$ cat src/rtl/btb_2bit.sv
// Fully associative branch target buffer with 2-bit saturating direction counters,
// round-robin allocation, EXE-stage mispredict detection and a saturating mispredict counter.
module btb_2bit #(
  parameter int ADDR_W  = 16,
  parameter int ENTRIES = 8,
  parameter int CNT_W   = 16
) (
  input  logic              clk,
  input  logic              rst,
  input  logic [ADDR_W-1:0] cur_pc,
  output logic              pred_taken,
  output logic [ADDR_W-1:0] pred_pc,
  input  logic              upd_valid,
  input  logic [ADDR_W-1:0] upd_pc,
  input  logic              upd_taken,
  input  logic [ADDR_W-1:0] upd_target,
  input  logic              upd_pred_taken,
  input  logic [ADDR_W-1:0] upd_pred_pc,
  input  logic              inval,
  output logic              mispredict,
  output logic [ADDR_W-1:0] correct_pc,
  output logic [CNT_W-1:0]  mp_count
);

  localparam int IDX_W = (ENTRIES > 1) ? $clog2(ENTRIES) : 1;
  localparam logic [ADDR_W-1:0] PC_ONE = ADDR_W'(1);

  logic [ENTRIES-1:0] valid_q, valid_d;
  logic [ADDR_W-1:0]  tag_q [ENTRIES];
  logic [ADDR_W-1:0]  tag_d [ENTRIES];
  logic [ADDR_W-1:0]  tgt_q [ENTRIES];
  logic [ADDR_W-1:0]  tgt_d [ENTRIES];
  logic [1:0]         ctr_q [ENTRIES];
  logic [1:0]         ctr_d [ENTRIES];
  logic [IDX_W-1:0]   rr_q, rr_d;
  logic [CNT_W-1:0]   mp_q, mp_d;

  logic [ENTRIES-1:0] lk_match, up_match;
  logic [IDX_W-1:0]   lk_idx, up_idx;
  logic               lk_hit, up_hit;

  // Two independent CAM searches: fetch-side lookup and EXE-side update match.
  always_comb begin
    lk_match = '0;
    up_match = '0;
    lk_idx   = '0;
    up_idx   = '0;
    for (int i = 0; i < ENTRIES; i++) begin
      lk_match[i] = valid_q[i] && (tag_q[i] == cur_pc);
      up_match[i] = valid_q[i] && (tag_q[i] == upd_pc);
      if (lk_match[i]) lk_idx = IDX_W'(i);
      if (up_match[i]) up_idx = IDX_W'(i);
    end
  end

  assign lk_hit = $onehot(lk_match);
  assign up_hit = $onehot(up_match);

  always_comb begin
    pred_taken = lk_hit && ctr_q[lk_idx][1];
    pred_pc    = pred_taken ? tgt_q[lk_idx] : cur_pc + PC_ONE;
  end

  assign mispredict = upd_valid &&
                      ((upd_taken != upd_pred_taken) ||
                       (upd_taken && (upd_target != upd_pred_pc)));
  assign correct_pc = upd_taken ? upd_target : upd_pc + PC_ONE;
  assign mp_count   = mp_q;

  // Invalidate wins over a same-cycle update, which is dropped entirely.
  always_comb begin
    valid_d = valid_q;
    tag_d   = tag_q;
    tgt_d   = tgt_q;
    ctr_d   = ctr_q;
    rr_d    = rr_q;
    if (inval) begin
      valid_d = '0;
      rr_d    = '0;
    end else if (upd_valid) begin
      if (up_hit) begin
        if (upd_taken) begin
          if (ctr_q[up_idx] != 2'b11) ctr_d[up_idx] = ctr_q[up_idx] + 2'b01;
          tgt_d[up_idx] = upd_target;
        end else if (ctr_q[up_idx] != 2'b00) begin
          ctr_d[up_idx] = ctr_q[up_idx] - 2'b01;
        end
      end else if (upd_taken) begin
        valid_d[rr_q] = 1'b1;
        tag_d[rr_q]   = upd_pc;
        tgt_d[rr_q]   = upd_target;
        ctr_d[rr_q]   = 2'b10;
        rr_d          = rr_q + IDX_W'(1);
      end
    end
  end

  always_comb begin
    mp_d = mp_q;
    if (mispredict && (mp_q != '1)) mp_d = mp_q + CNT_W'(1);
  end

  always_ff @(posedge clk or posedge rst) begin
    if (rst) begin
      valid_q <= '0;
      rr_q    <= '0;
      mp_q    <= '0;
      for (int i = 0; i < ENTRIES; i++) begin
        tag_q[i] <= '0;
        tgt_q[i] <= '0;
        ctr_q[i] <= 2'b01;
      end
    end else begin
      valid_q <= valid_d;
      rr_q    <= rr_d;
      mp_q    <= mp_d;
      for (int i = 0; i < ENTRIES; i++) begin
        tag_q[i] <= tag_d[i];
        tgt_q[i] <= tgt_d[i];
        ctr_q[i] <= ctr_d[i];
      end
    end
  end

endmodule

$ cat config.mk
export PLATFORM = sky130hd
export DESIGN_NAME = btb_2bit
export DESIGN_NICKNAME = d
export VERILOG_FILES = /design/src/rtl/btb_2bit.sv
export SDC_FILE = /design/constraint.sdc
export NUM_CORES = 1
export LEC_CHECK = 0
export CAP_MARGIN = 30
export CORE_UTILIZATION = 51
export DETAILED_ROUTE_END_ITERATION = 8
export PLACE_DENSITY = 0.78
export SYNTH_ARGS = -nofsm -noshare
export SYNTH_HDL_FRONTEND = slang
export SYNTH_SLANG_ARGS = --single-unit
$ cat constraint.sdc
create_clock -name clk -period 14.2 [get_ports clk]
set_input_delay 2.84 -clock clk [delete_from_list [all_inputs] [get_ports clk]]
set_output_delay 2.84 -clock clk [all_outputs]
set_load 0.005 [all_outputs]
==> results of run 1 <==
-- cells by family (layout without fill, tap and decap cells) --
group / Yosys count / after routing
AO/OA/AOI/OAI: 137 / 137
adder cells (fa/ha/maj): 20 / 20
multiplexers: 345 / 345
XOR/XNOR: 319 / 319
AND/OR/NAND/NOR: 452 / 452
flip-flops: 299 / 299
buffers and inverters: 152 / 264
-- placed cells by master, fill, tap and decap left out, types with 5 or more instances in the layout --
cell type / Yosys / routed
nor2_1: 48 / 48
nor3_1: 15 / 15
xor2_1: 161 / 161
mux2i_1: 91 / 91
nand4b_1: 7 / 7
nand2b_1: 10 / 10
nor4b_1: 12 / 12
and3_1: 18 / 18
o21ai_0: 47 / 47
a21oi_2: 4 / 5
clkbuf_16: 0 / 36
nand3_1: 46 / 46
inv_1: 39 / 38
buf_4: 10 / 38
a221o_1: 9 / 9
mux2_4: 11 / 11
mux2_1: 10 / 10
nand4_1: 38 / 38
clkbuf_1: 53 / 7
a21oi_1: 13 / 12
nand2_1: 138 / 138
clkdlybuf4s50_1: 0 / 119
and2_1: 7 / 7
a22oi_1: 15 / 15
xnor2_1: 158 / 158
or4_1: 9 / 9
fa_1: 8 / 8
nor4_1: 62 / 62
dfrtp_1: 291 / 291
nor3b_1: 9 / 9
a21boi_0: 5 / 5
dfstp_2: 8 / 8
ha_1: 12 / 12
mux2_2: 233 / 233
clkbuf_8: 0 / 8
-- metrics by stage --
| stage | area (sq um) | power [W] | setup WS (ps) | hold slack (ps) |
|---|---|---|---|---|
| finish | 21310 | 0.002357 | 2334 | 486.6 |
| global route | 21310 | 0.002439 | 2161 | 490.7 |
| global placement | 20030 | 0.001404 | 2663 | 466.4 |
| detailed placement | 20050 | 0.001419 | 2460 | 474.0 |
| CTS | 21240 | 0.002355 | 2419 | 487.3 |
| floorplan | 18560 | 0.001273 | 3112 | 457.4 |
-- worst max-delay path by stage --
stage | start | to | slack (ps) | cells after the start
global route | cur_pc[7] | pred_pc[3] | 2160 | 18
CTS | cur_pc[11] | pred_pc[3] | 2420 | 18
detailed placement | cur_pc[11] | pred_pc[3] | 2460 | 18
global placement | cur_pc[11] | pred_pc[1] | 2660 | 19
floorplan | rst | ctr_q[11] | 3110 | 1
finish | cur_pc[11] | pred_pc[3] | 2330 | 18
-- sequential cells by signal, summed over array words and instances, names as in the netlist --
register and cells:
tgt_q 128, tag_q 128, ctr_q 16, rr_q 3, mp_count 16, valid_q 8
-- power by group through the flow --
stage	Sequential, W	Clock, W	Combinational, W
6_report	0.00100	0.000940	0.000412
5_1_grt	0.00101	0.000985	0.000442
4_1_cts	0.00100	0.000946	0.000408
3_5_place_dp	0.00102	0	0.000404
3_3_place_gp	0.00101	0	0.000393
2_1_floorplan	0.000996	0	0.000277
-- cell type report --
class | instances | area, sq um | area share
multi-input combinational | 1273 | 10330 | 0.4846
sequential | 299 | 7492 | 0.3515
timing repair buffer | 164 | 1577 | 0.07397
clock buffer | 51 | 1037 | 0.04867
tap | 461 | 576.8 | 0.02706
inverter | 39 | 153.9 | 0.007221
clock inverter | 10 | 148.9 | 0.006986
-- metal layers --
layer	up-vias	track usage	part of all wire
met5	-	0	0
met1	7248	0.4172	0.42
met3	149	0.05237	0.078
met2	659	0.4848	0.46
met4	0	0.1411	0.045
li1	6249	-	-
==> reports/results.tsv, run 1 <==
stage	metric	value	unit
sta	maxSlewHeadroom	0.2980	
layout	nFillCells	2891	
setup_path	critPathMaxFanout	17	
pwr	power_frac_seq	0.426	
synthesis	synth.most_common_cell	dfrtp_1	
setup_path	critical-path-max-stage-delay	1160	ps
pwr	p_switching	0.0006603	W
detailed_routing	vias	14305	
worst_hold_path	holdPathStages	1	
layout	nNetsFinal	1902	
pwr	p_per_area	110.6	nW/um^2
floorplan	die_height	192.8	um
clock_tree	cts_hold_buffers	0	
clock_tree	clockBufferDepth	3	
synthesis	yosysWarnings	0	
floorplan	die_area	37170	sq um
detailed_routing	ant_nets	0	
synthesis	synth-edff-count	0	
layout	diodes	0	
synthesis	syn_area_per_cell	10.77	sq um
setup_path	cp_slowest_cell	clkdlybuf4s50_1	
clock_tree	cts_sinks	299	
global_route	grt_use_total	0.3092	
sta	fin_crit	11870	ps
setup_path	cp_common_cell	inv_1	
clock_tree	post-cts-setup-buffers	0	
global_route	grt_pass1_wl	85.42	mm
layout	fin_util	0.5977	
outcome	status	finished with violations	
detailed_routing	drtIter0Drc	1129	
detailed_routing	drt_wl_total	56.65	mm
pwr	p_int	0.001696	W
synthesis	ys_async_sr_fraction	1.000	
synthesis	ys_seq_elements	299	
pwr	swShare	0.2802	
synthesis	synth_top_area_share	0.3923	
setup_path	reg2reg_depth	17	
sta	setup-tns-final	0	ps
pwr	power_frac_comb	0.175	
synthesis	synthSimpleGateAreaFrac	0.1316	
synthesis	synth_top_cell_by_area	dfrtp_1	
synthesis	synth_area_leaders	dfrtp_1 39%, mux2_2 14%, xor2_1 7.6%	
clock_tree	clk_pin_slew_worst_paths	60	ps
synthesis	synth_xor_area_frac	0.1505	
flow_run	maxCapViolCount	0	
detailed_routing	wl_per_cell	24.66	um
synthesis	synth_fa_ha_area_frac	0.01671	
synthesis	synth_cell_types	77	
sta	maxSlewViolCount	0	
clock_tree	clock-root-buffer	clkbuf_16	
placed_design	io_buffers	119	
global_route	grt_max_degree	112	
synthesis	synthCells	1724	
detailed_routing	vias_per_cell	6.228	
layout	area_growth	14.81	%
worst_hold_path	min_to	tgt_q[84]	
synthesis	syn_nets	1814	
pwr	pwr-share-clk	0.399	
floorplan	initial_utilization	0.5207	
pwr	peakVddDrop	89.61	uV
sta	skew	34.06	ps
floorplan	core	35660	sq um
clock_tree	clk_latency	550	ps
setup_path	crit_family	buffers and inverters	
setup_path	cp.arrival	9030	ps
setup_path	cp_cell_sequence	clkdlybuf4s50_1 -> xor2_1 -> nor4_1 -> nand2_1 -> nor4_1 -> inv_1 -> fa_1 -> inv_1 -> fa_1 -> ha_1 -> inv_1 -> fa_1 -> inv_1 -> o21ai_0 -> o2111ai_2 -> buf_4 -> mux2i_1 -> clkdlybuf4s50_1	
sta	finalSetupViolCount	0	
global_route	grt_pass1_vias	14222	
setup_path	critPathLaunchType	primary input	
setup_path	path_class	in -> out	
clock_tree	h-tree-depth	2	
synthesis	synth_compound_area_frac	0.05129	
floorplan	die_w	192.8	um
global_route	grt-ovfl-total	0	
setup_path	crit_required	11360	ps
sta	fmax	84.27	MHz
synthesis	synth_top_family_by_area	multiplexers	
layout	instances_no_fill	2297	
detailed_routing	first_pass_iters	7	
synthesis	synthFlopType	dfrtp_1	
worst_hold_path	min_from	tgt_q[84]	
setup_path	r2r_slack	7800	ps
synthesis	yosysSeqAreaShare	0.4036	
placed_design	place_inst	2232	
setup_path	crit_path_end_kind	primary output	
clock_tree	post_cts_resized	0	
sta	fin_crit_sh	0.8356	
floorplan	rows	69	
worst_hold_path	hp-class	reg -> reg	
setup_path	r2r-start	tag_q[108]	
detailed_routing	drc	4	
clock_tree	cts_tree	done	
placed_design	gp_congestion	0.9542	
placed_design	dp_hpwl	38.46	mm
layout	drive_gt1_frac	0.2059	
sta	rsz0062_at_grt	no	
clock_tree	cts_buffers	35	
floorplan	io_pins	120	
setup_path	worst-path-buf-inv	7	
outcome	violations	design-rule violations	
pwr	leakage	9.908	nW
synthesis	netlist_top_cells_count	291 x dfrtp_1, 233 x mux2_2, 161 x xor2_1	
global_route	antenna_found_initial	0	
synthesis	syn_area	18560	sq um
sta	hold_viol_final	0	
setup_path	rr_endpoint	tgt_q[68]	
sta	worst_slew_pin_slew	1043	ps
synthesis	synth_mux_area_frac	0.2054	
Note: power is estimated with default switching activity, not from simulation.
==> run 2, diff against run 1 <==
--- a/config.mk
+++ b/config.mk
@@ -8,7 +8,7 @@
 export CAP_MARGIN = 30
 export CORE_UTILIZATION = 51
 export DETAILED_ROUTE_END_ITERATION = 8
-export PLACE_DENSITY = 0.78
+export PLACE_DENSITY = 0.81
 export SYNTH_ARGS = -nofsm -noshare
 export SYNTH_HDL_FRONTEND = slang
 export SYNTH_SLANG_ARGS = --single-unit
==> constraint.sdc (replaced) <==
create_clock -name clk -period 10.6 [get_ports clk]
set_input_delay 2.12 -clock clk [delete_from_list [all_inputs] [get_ports clk]]
set_output_delay 2.12 -clock clk [all_outputs]
set_load 0.005 [all_outputs]
==> reports/results.tsv, run 2 (same netlist as run 1, synthesis figures left out) <==
stage	metric	value	unit	change
detailed_routing	ant_nets	0		unchanged
detailed_routing	wl_per_cell	24.33	um	-1.4%
detailed_routing	drt_wl_total	56.19	mm	-0.80%
placed_design	gp_congestion	0.9897		+3.7%
clock_tree	clockBufferDepth	3		unchanged
setup_path	cp_cell_sequence	clkdlybuf4s50_1 -> xor2_1 -> nor4_1 -> nand4_1 -> or2_2 -> fa_1 -> fa_1 -> inv_1 -> fa_1 -> ha_1 -> inv_1 -> fa_1 -> inv_1 -> nand3_1 -> o21ai_0 -> o2111ai_2 -> buf_4 -> mux2_4 -> clkdlybuf4s50_1		
floorplan	io_pins	120		unchanged
setup_path	cp_slowest_cell	clkdlybuf4s50_1		
outcome	violations	design-rule violations		
detailed_routing	drc	7		+3
floorplan	initial_utilization	0.5207		unchanged
clock_tree	h-tree-depth	2		unchanged
placed_design	dp_hpwl	39.39	mm	+2.4%
sta	fin_crit_sh	0.9381		
pwr	peakVddDrop	114.1	uV	+27%
sta	maxSlewHeadroom	0.2950		-0.003004
outcome	status	finished with violations		
floorplan	die_w	192.8	um	unchanged
clock_tree	cts_buffers	36		+2.9%
sta	rsz0062_at_grt	no		
placed_design	io_buffers	119		unchanged
worst_hold_path	hp-class	reg -> reg		
floorplan	die_area	37170	sq um	unchanged
clock_tree	cts_hold_buffers	0		unchanged
layout	drive_gt1_frac	0.2142		+0.008287
setup_path	critical-path-max-stage-delay	930	ps	-230 ps
clock_tree	post_cts_resized	0		unchanged
detailed_routing	drtIter0Drc	1270		+12%
sta	fin_crit	9944	ps	
setup_path	critPathLaunchType	primary input		
floorplan	die_height	192.8	um	unchanged
clock_tree	clock-root-buffer	clkbuf_16		
layout	diodes	0		unchanged
layout	stdcell_area	21370	sq um	+0.25%
setup_path	cp_common_cell	fa_1		
global_route	grt_max_degree	179		+60%
sta	finalSetupViolCount	0		unchanged
global_route	grt-ovfl-total	0		unchanged
sta	setup-tns-final	0	ps	unchanged
floorplan	rows	69		unchanged
global_route	grt_pass1_wl	85.86	mm	+0.51%
placed_design	place_area	20150	sq um	+0.51%
global_route	antenna_found_initial	1		+1
sta	worst_slew_pin_slew	1057	ps	+14.13 ps
detailed_routing	vias_per_cell	6.208		-0.31%
layout	biggestRegsByFlops	tag_q (128), tgt_q (128)		
pwr	leakage	9.938	nW	+0.30%
detailed_routing	first_pass_iters	7		unchanged
global_route	grt_pass1_vias	14698		+3.3%
clock_tree	clk_pin_slew_worst_paths	60	ps	about the same
layout	final_cell_mix	291 x dfrtp_1, 233 x mux2_2, 161 x xor2_1, 158 x xnor2_1, 138 x nand2_1		
layout	nNetsFinal	1912		+0.53%
setup_path	worst-path-buf-inv	6		-1
clock_tree	cts_sinks	299		unchanged
clock_tree	cts_tree	done		
setup_path	critPathMaxFanout	17		unchanged
pwr	p_per_area	146.4	nW/um^2	+32%
sta	skew	51.57	ps	+17.50 ps
sta	fmax	100.6	MHz	
sta	maxSlewViolCount	0		unchanged
sta	hold_viol_final	0		unchanged
setup_path	crit_required	8480	ps	-2880 ps
setup_path	cp.arrival	7820	ps	-1210 ps
clock_tree	post-cts-setup-buffers	0		unchanged
global_route	grt_use_total	0.3091		about the same
setup_path	crit_family	adder cells		
detailed_routing	vias	14341		+0.25%
setup_path	crit_path_end_kind	primary output		
clock_tree	clk_latency	570	ps	+20 ps
layout	area_growth	15.10	%	
layout	final_common_cell	dfrtp_1		
setup_path	path_class	in -> out		
floorplan	core	35660	sq um	unchanged
flow_run	maxCapViolCount	0		unchanged
-- run 2: cell types whose count changed in the layout (fill, tap and decap cells not counted), moves of 2 or more --
cell        change
clkinv_2        +6
nor2_1          -2
buf_2           -2
buf_8           -2
nor2_2          +2
clkbuf_1        -3
clkinvlp_4      +3
buf_4          +13
bufinv_16       -2
clkbuf_8        -3
-- run 2: final timing paths --
kind                       startpoint           to  slack [ps]  cells past startpoint
min reg2reg                 tgt_q[82]    tgt_q[82]         490                      1
min                         tgt_q[82]    tgt_q[82]         490                      1
max reg2reg                 tag_q[69]    tgt_q[22]        4100                     18
max in group asynchronous         rst  mp_count[8]        6950                      3
min in group asynchronous         rst    tag_q[30]        2120                      2
max                         cur_pc[0]   pred_pc[1]         660                     19
-- run 2: stage by stage --
stage	hold slack [ps]	setup slack, ps	std cells	util	power [W]
floorplan	457.4	232.4	1724	-	0.001705
global placement	466.4	851.5	2243	0.5651	0.001891
detailed placement	480.7	761.9	2244	0.5653	0.001907
CTS	494.4	741.4	2309	0.5985	0.003139
global route	510.3	442.6	2310	0.5993	0.003241
finish	491.6	656.0	2310	0.5993	0.003128
-- run 2: routing by layer --
layer	global-route usage	share of wire	up-vias	routed length, um
met1	0.4029	0.41	7271	23150
met4	0.1514	0.047	0	2642
met2	0.4946	0.46	658	26090
li1	-	-	6263	-
met5	0	0	-	0
met3	0.05510	0.077	149	4319
-- run 2: layout make-up --
class / count / area [sq um]
Multi-Input combinational cell: 1273 / 10330
Timing Repair Buffer: 173 / 1627
Clock inverter: 20 / 200.2
Inverter: 39 / 153.9
Clock buffer: 45 / 984.7
Tap cell: 461 / 576.8
Fill cell: 2868 / 14290
Sequential cell: 299 / 7492
-- run 2: power breakdown --
part	switching, W	internal [W]	total [W]
clock network	0.000526	0.000698	0.00122
registers	0.000104	0.00124	0.00135
logic	0.000279	0.000277	0.000555
